[src/rtl/tt_div_pkg.sv]
// -----------------------------------------------------------------------------
// tt_div_pkg
// Shared constants and types for the sequential divider tile.
//
// Contents:
//   WIDTH / CNT_W   operand width and step-counter width
//   state_e         controller states {IDLE, RUN, DZ, FIX, DONE}
//   UIO_*           bit positions of the control/status bits on the uio bus
//   UIO_OE_MASK     output-enable pattern for the uio bus (status bits only)
//   magnitude()     two's-complement absolute value (signed build only)
//
// Build option: TT_DIV_SIGNED_EN (see tt_um_seq_divider) uses magnitude().
// -----------------------------------------------------------------------------
package tt_div_pkg;

  localparam int WIDTH = 8;
  localparam int CNT_W = $clog2(WIDTH);

  // FIX is reached only when TT_DIV_SIGNED_EN is defined.
  typedef enum logic [2:0] {
    IDLE,
    RUN,
    DZ,
    FIX,
    DONE
  } state_e;

  // Control bits on uio_in.
  localparam int UIO_LD_A   = 0;
  localparam int UIO_LD_B   = 1;
  localparam int UIO_START  = 2;
  localparam int UIO_RD_SEL = 3;

  // Status bits on uio_out.
  localparam int UIO_BUSY = 4;
  localparam int UIO_DONE = 5;
  localparam int UIO_DBZ  = 6;

  localparam logic [7:0] UIO_OE_MASK = 8'b0111_0000;

  // |v| for a two's-complement value. -128 maps to 0x80, which read as an
  // unsigned magnitude is exactly 128, so the unsigned core handles it.
  function automatic logic [WIDTH-1:0] magnitude(input logic [WIDTH-1:0] v);
    return v[WIDTH-1] ? (~v + 1'b1) : v;
  endfunction

endpackage

[src/rtl/tt_um_seq_divider_step.sv]
// -----------------------------------------------------------------------------
// div_step
// One combinational restoring-division step.
//
// Ports:
//   rem       in   WIDTH  partial remainder before this step
//   work_msb  in   1      next dividend bit shifted into the remainder
//   divisor   in   WIDTH  divisor (unsigned)
//   rem_next  out  WIDTH  partial remainder after this step
//   q_bit     out  1      quotient bit produced by this step
// -----------------------------------------------------------------------------
module div_step
  import tt_div_pkg::*;
#(
  parameter int WIDTH = 8
) (
  input  logic [WIDTH-1:0] rem,
  input  logic             work_msb,
  input  logic [WIDTH-1:0] divisor,
  output logic [WIDTH-1:0] rem_next,
  output logic             q_bit
);

  logic [WIDTH-1:0] shifted;
  logic [WIDTH:0]   trial;

  // After k steps the remainder is below 2^k, so before the final shift its
  // MSB is always 0 and dropping it loses nothing.
  assign shifted = {rem[WIDTH-2:0], work_msb};

  // One extra bit holds the borrow: trial[WIDTH] set means the subtraction
  // went negative and the shifted value is restored instead.
  assign trial    = {1'b0, shifted} - {1'b0, divisor};
  assign q_bit    = ~trial[WIDTH];
  assign rem_next = q_bit ? trial[WIDTH-1:0] : shifted;

  logic unused_rem_msb;
  assign unused_rem_msb = rem[WIDTH-1];

endmodule

[src/rtl/tt_um_seq_divider.sv]
// -----------------------------------------------------------------------------
// tt_um_seq_divider
// Sequential restoring divider tile: one quotient bit per enabled clock.
//
// Ports:
//   clk      in   1  clock
//   rst_n    in   1  asynchronous active-low reset
//   ena      in   1  tile enable; low freezes all state
//   ui_in    in   8  operand byte, captured by ld_a / ld_b
//   uio_in   in   8  [0] ld_a  [1] ld_b  [2] start  [3] rd_sel  [7:4] unused
//   uo_out   out  8  quotient (rd_sel=0) or remainder (rd_sel=1)
//   uio_out  out  8  [4] busy  [5] done  [6] dbz, other bits 0
//   uio_oe   out  8  constant 8'b0111_0000
//
// Build option TT_DIV_SIGNED_EN: operands are two's complement. Magnitudes go
// through the same unsigned core and signs are applied in one FIX cycle, so
// a normal divide takes 9 cycles instead of 8. Divide-by-zero is unchanged.
// -----------------------------------------------------------------------------
module tt_um_seq_divider
  import tt_div_pkg::*;
(
  input  logic       clk,
  input  logic       rst_n,
  input  logic       ena,
  input  logic [7:0] ui_in,
  input  logic [7:0] uio_in,
  output logic [7:0] uo_out,
  output logic [7:0] uio_out,
  output logic [7:0] uio_oe
);

  // ---------------------------------------------------------------------------
  // State
  // ---------------------------------------------------------------------------
  state_e             state_q,    state_d;
  logic [WIDTH-1:0]   dividend_q, dividend_d;   // host-loaded operand A
  logic [WIDTH-1:0]   divisor_q,  divisor_d;    // host-loaded operand B
  logic [WIDTH-1:0]   op_b_q,     op_b_d;       // divisor snapshot for this op
  logic [WIDTH-1:0]   work_q,     work_d;       // dividend shifts out, quotient shifts in
  logic [WIDTH-1:0]   rem_q,      rem_d;        // partial remainder
  logic [CNT_W-1:0]   count_q,    count_d;      // steps left after the current one
  logic               dbz_q,      dbz_d;
`ifdef TT_DIV_SIGNED_EN
  logic               neg_q_q,    neg_q_d;      // quotient must be negated
  logic               neg_r_q,    neg_r_d;      // remainder must be negated
`endif

  logic             ld_a;
  logic             ld_b;
  logic             start;
  logic             rd_sel;
  logic             load_ok;
  logic [WIDTH-1:0] step_rem;
  logic             step_q_bit;

  assign ld_a   = uio_in[UIO_LD_A];
  assign ld_b   = uio_in[UIO_LD_B];
  assign start  = uio_in[UIO_START];
  assign rd_sel = uio_in[UIO_RD_SEL];

  logic unused_uio_in;
  assign unused_uio_in = &{1'b0, uio_in[7:4]};

  // Operands may only change while no operation is in flight.
  assign load_ok = (state_q == IDLE) || (state_q == DONE);

  // ---------------------------------------------------------------------------
  // Restoring step datapath
  // ---------------------------------------------------------------------------
  div_step #(
    .WIDTH (WIDTH)
  ) u_step (
    .rem      (rem_q),
    .work_msb (work_q[WIDTH-1]),
    .divisor  (op_b_q),
    .rem_next (step_rem),
    .q_bit    (step_q_bit)
  );

  // ---------------------------------------------------------------------------
  // Next-state and datapath logic
  // ---------------------------------------------------------------------------
  // NOTE: every signal assigned here gets a default first; a path that leaves
  // one unassigned would infer a latch.
  always_comb begin
    state_d    = state_q;
    dividend_d = dividend_q;
    divisor_d  = divisor_q;
    op_b_d     = op_b_q;
    work_d     = work_q;
    rem_d      = rem_q;
    count_d    = count_q;
    dbz_d      = dbz_q;
`ifdef TT_DIV_SIGNED_EN
    neg_q_d    = neg_q_q;
    neg_r_d    = neg_r_q;
`endif

    // Loads land in the operand registers; an op starting on the same edge
    // reads the old values below, so the new byte is for the next op.
    if (load_ok) begin
      if (ld_a) dividend_d = ui_in;
      if (ld_b) divisor_d  = ui_in;
    end

    case (state_q)
      IDLE, DONE: begin
        if (start) begin
          rem_d   = '0;
          count_d = CNT_W'(WIDTH - 1);
          dbz_d   = 1'b0;
`ifdef TT_DIV_SIGNED_EN
          op_b_d  = magnitude(divisor_q);
          neg_q_d = dividend_q[WIDTH-1] ^ divisor_q[WIDTH-1];
          neg_r_d = dividend_q[WIDTH-1];
          // The DZ path returns the raw dividend, so keep it unconverted.
          work_d  = (divisor_q == '0) ? dividend_q : magnitude(dividend_q);
`else
          op_b_d  = divisor_q;
          work_d  = dividend_q;
`endif
          state_d = (divisor_q == '0) ? DZ : RUN;
        end
      end

      RUN: begin
        rem_d   = step_rem;
        work_d  = {work_q[WIDTH-2:0], step_q_bit};
        count_d = count_q - 1'b1;
        if (count_q == '0) begin
`ifdef TT_DIV_SIGNED_EN
          state_d = FIX;
`else
          state_d = DONE;
`endif
        end
      end

      DZ: begin
        rem_d   = work_q;          // dividend captured at start
        work_d  = '1;
        dbz_d   = 1'b1;
        state_d = DONE;
      end

`ifdef TT_DIV_SIGNED_EN
      FIX: begin
        // Truncating division: quotient sign is the XOR of operand signs,
        // remainder follows the dividend. -128/-1 wraps to 0x80 naturally.
        if (neg_q_q) work_d = ~work_q + 1'b1;
        if (neg_r_q) rem_d  = ~rem_q + 1'b1;
        state_d = DONE;
      end
`endif

      default: state_d = IDLE;
    endcase
  end

  // ---------------------------------------------------------------------------
  // State register
  // ---------------------------------------------------------------------------
  // NOTE: sequential state uses non-blocking assignments so every register
  // samples the pre-edge values regardless of statement order.
  always_ff @(posedge clk or negedge rst_n) begin
    if (!rst_n) begin
      state_q    <= IDLE;
      dividend_q <= '0;
      divisor_q  <= '0;
      op_b_q     <= '0;
      work_q     <= '0;
      rem_q      <= '0;
      count_q    <= '0;
      dbz_q      <= 1'b0;
`ifdef TT_DIV_SIGNED_EN
      neg_q_q    <= 1'b0;
      neg_r_q    <= 1'b0;
`endif
    end else if (ena) begin
      state_q    <= state_d;
      dividend_q <= dividend_d;
      divisor_q  <= divisor_d;
      op_b_q     <= op_b_d;
      work_q     <= work_d;
      rem_q      <= rem_d;
      count_q    <= count_d;
      dbz_q      <= dbz_d;
`ifdef TT_DIV_SIGNED_EN
      neg_q_q    <= neg_q_d;
      neg_r_q    <= neg_r_d;
`endif
    end
  end

  // ---------------------------------------------------------------------------
  // Outputs
  // ---------------------------------------------------------------------------
  logic busy;
  logic done;

  assign busy = (state_q == RUN) || (state_q == DZ) || (state_q == FIX);
  assign done = (state_q == DONE);

  // Straight from registers; during RUN this shows partial values.
  assign uo_out = rd_sel ? rem_q : work_q;
  assign uio_oe = UIO_OE_MASK;

  always_comb begin
    uio_out           = '0;
    uio_out[UIO_BUSY] = busy;
    uio_out[UIO_DONE] = done;
    uio_out[UIO_DBZ]  = dbz_q;
  end

endmodule

[config.mk]
export PLATFORM = sky130hd
export DESIGN_NAME = tt_um_seq_divider
export DESIGN_NICKNAME = d
export VERILOG_FILES = /design/src/rtl/tt_div_pkg.sv /design/src/rtl/tt_um_seq_divider_step.sv /design/src/rtl/tt_um_seq_divider.sv
export SDC_FILE = /design/constraint.sdc
export NUM_CORES = 1
export LEC_CHECK = 0
export BUFFER_PORTS_ARGS = -buffer_cell sky130_fd_sc_hd__buf_4
export CORE_ASPECT_RATIO = 0.75
export CORE_UTILIZATION = 35
export DETAILED_ROUTE_END_ITERATION = 16
export HOLD_SLACK_MARGIN = 0.15
export PLACE_DENSITY = 0.65
export SLEW_MARGIN = 20
export SYNTH_ARGS = -nofsm -noshare
export SYNTH_HDL_FRONTEND = slang
export SYNTH_SLANG_ARGS = --single-unit
[constraint.sdc]
create_clock -name clk -period 2.9 [get_ports clk]
set_input_delay 0.58 -clock clk [delete_from_list [all_inputs] [get_ports clk]]
set_output_delay 0.58 -clock clk [all_outputs]
set_load 0.02 [all_outputs]
==> summary.txt <==
Synth
  • Async SR Flop Fraction: 100.0%
  • Post-synthesis cell area: 2749 µm²
  • Yosys warning count: 0
  • Most used DFF post-synth: dfrtp_1
  • Number of distinct library cells after synthesis: 53
  • EDFF count, synth: 0
  • Synth Area per Inst: ~10 µm²
  • Number of synthesized register bits: 47
  • Sequential area share after synthesis: between 40% and 50%
  • Synth Instances: 273

Layout
  • Nets: 321
  • Ant. Diodes: 0
  • Synth-to-layout area growth: 10.24%
  • Final std cells w/o fill: between 300 and 400
  • Final core occ: between 40% and 50%
  • Final instance area: a little over 3000 µm²
  • Share of layout cells above drive strength 1: a little over a quarter

Timing
  • Peak Freq: 408.6 MHz
  • RSZ-0062 raised after global routing: no
  • Slew Limit Fails: 0
  • Final setup fails: 0
  • Hold_ws: about 0.27 ns
  • Clk_skew: about 0.0026 ns
  • Period utilization: 84.38%
  • Setup TNS: 0 ns
  • Final min period: 2.447 ns
  • Final hold violation count: 0
  • Slew Limit Headroom: a little under three fifths
  • Slew of the pin with the lowest slew margin: approximately 0.67 ns

Placement
  • DP Area: between 2000 and 3000 µm²
  • Hpwl dp: roughly 4200 µm
  • IO buf count: 25
  • GPL Wtd Cong: 0.7982
  • Placed insts: a little under 400

Worst setup path
  • Critical Path End Type: flop
  • Crit start category: flop
  • Max Fanout on Critical Path: 9
  • Crit path kind: reg2reg
  • Worst EP required: 3.14 ns
  • Arr. time, crit path: 2.69 ns

Floorplanning
  • Die ar.: 8216 µm²
  • Rows: 27
  • Initial Utilization: between 30% and 40%
  • Die Ht: ~79 µm
  • Core Region: 7466 µm²
  • Die X: ~100 µm
  • Io pins: 43

Detailed routing
  • Drt drc: 0
  • 1st-pass router iterations: 4
  • Antenna Nets Post-Route: 0
  • DR WL/cell: approximately 14 µm
  • Post-Route WL: 5633 µm
  • Via density: between 5 and 6
  • Via count: about 2,000
  • Starting DRT DRC Count: ~140

Global routing
  • Global-route wire length before repair: ~9400 µm
  • Initial antenna violation count: 0
  • Aggregate global routing overflow: 0
  • GRT Overall Usage: 14.50%
  • Largest net degree at the start of global routing: 48
  • Vias in the first global route: 1,865

Clocking
  • CTS max path bufs: 2
  • # clock sinks: 47
  • Resized cells post-CTS: 0
  • TritonCTS clock tree: done
  • Clock Latency Late Sink: about 0.30 ns
  • Post-CTS Hold Buffers: 0
  • Num CTS Buffers: 5
  • Clock root cell: clkbuf_8
  • H-tree Lvls: 2
  • # Post-CTS Setup Buffers: 0
  • Worst-path clk slew: 0.09 ns

Status
  • Status: complete, no violations

Power
  • Logic pwr share: a little over half
  • Worst vdd ir: around 520 µV
  • PwrDens: 1171 nW/µm²
  • P_sw: between 1.5 and 2 mW
  • Net Sw Frac: approximately 43%
  • Static Leak: around 1.4 nW
  • P_int: 2.010 mW
  • Seq pwr share: approximately 34%
  • Clock Power Share: between 10% and 20%

Run
  • Max Cap Viol: 0

Worst hold path
  • Worst hold path type: in2async
cells by family after synthesis:
family	synth area share, %
xor gates and xnor gates	0.9560
and+or+nand+nor	11.56
muxes	12.38
other	0.2732
adders and majority gates	5.280
DFF	42.79
AOI/OAI and AO/OA	18.25
buffers and inverters	8.511
sequential cells by signal, indices dropped and copies added (netlist names):
signal / flops
divisor_q: 8
work_q: 8
state_q: 3
dbz_q: 1
op_b_q: 8
count_q: 3
rem_q: 8
dividend_q: 8
synthesized netlist by cell type, drive strengths merged (3+ instances only):
cell type / count / area [µm²]
a21oi: 21 / 108.9
and3: 9 / 57.56
buf: 24 / 166.4
clkbuf: 3 / 11.26
dfrtp: 47 / 1176
ha: 10 / 125.1
inv: 15 / 56.30
mux2: 26 / 300.3
mux2i: 4 / 40.04
nand2: 23 / 93.84
nor2: 16 / 62.56
nor2b: 3 / 26.27
o21ai: 30 / 161.4
o22ai: 7 / 43.79
o31ai: 3 / 36.28
final timing paths:
check | start | end | slack (ns) | cells after the start
hold reg to reg | dividend_q[1] | dividend_q[1] | 0.52 | 1
min in group clk | ui_in[7] | dividend_q[7] | 0.51 | 2
setup reg to reg | work_q[7] | rem_q[5] | 0.45 | 9
setup / recovery | work_q[7] | rem_q[5] | 0.45 | 9
hold / removal | rst_n | divisor_q[2] | 0.27 | 1
max in group asynchronous | rst_n | work_q[6] | 2.22 | 1
layer usage:
| metal | up-vias | share of wire (%) | track usage [%] |
|---|---|---|---|
| met4 | 0 | 1.4 | 4.429 |
| met3 | 8 | 3.7 | 2.709 |
| met1 | 950 | 51 | 20.48 |
| met2 | 38 | 44 | 22.52 |
| li1 | 972 | - | - |
| met5 | - | 0 | 0 |
cells in the final DEF, fill, tap and decap left out, types with 2 or more instances in the layout:
master,count
dfrtp_1,47
buf_4,27
mux2_2,24
nand2_1,22
a21oi_1,20
o21ai_0,16
inv_1,15
nor2_1,15
conb_1,13
o21ai_1,11
ha_1,10
and3_1,8
o22ai_1,7
clkbuf_8,5
mux2i_1,4
o21ai_2,3
nor4_1,2
nand2b_1,2
nor2b_1,2
o31a_1,2
xnor2_1,2
mux2_4,2
o31ai_1,2
clkinvlp_4,2
metrics by stage:
stage / worst slack (ns) / power (mW)
3_5_place_dp: 0.4685 / 3.156
4_1_cts: 0.4379 / 3.557
3_3_place_gp: 0.4919 / 3.096
5_1_grt: 0.2895 / 3.827
6_report: 0.4529 / 3.548
2_1_floorplan: 0.7113 / 2.696
power by group through the flow:
stage / logic [mW] / registers [mW] / clock network [mW]
2_1_floorplan: 1.59 / 1.11 / 0
3_3_place_gp: 1.87 / 1.22 / 0
3_5_place_dp: 1.93 / 1.23 / 0
4_1_cts: 1.94 / 1.21 / 0.407
5_1_grt: 2.14 / 1.27 / 0.425
6_report: 1.93 / 1.22 / 0.399
cell type report:
class	count	area, µm²
fillers	774	4436
multi-input cells	195	1380
flip-flops and latches	47	1176
repair buffers	27	202.7
well taps	101	126.4
clock buffers	5	68.82
inverters	15	56.30
clock inverters	3	20.02
worst max-delay path, stage by stage, from the launching register on:
cell	delay, ns
dfrtp_1	0.37
inv_1	0.09
ha_1	0.24
fa_1	0.45
nor2b_4	0.15
nor3_4	0.05
o31ai_4	0.31
a31oi_4	0.24
a311o_1	0.36
a21oi_2	0.12
Note: power is estimated with default switching activity, not from simulation.
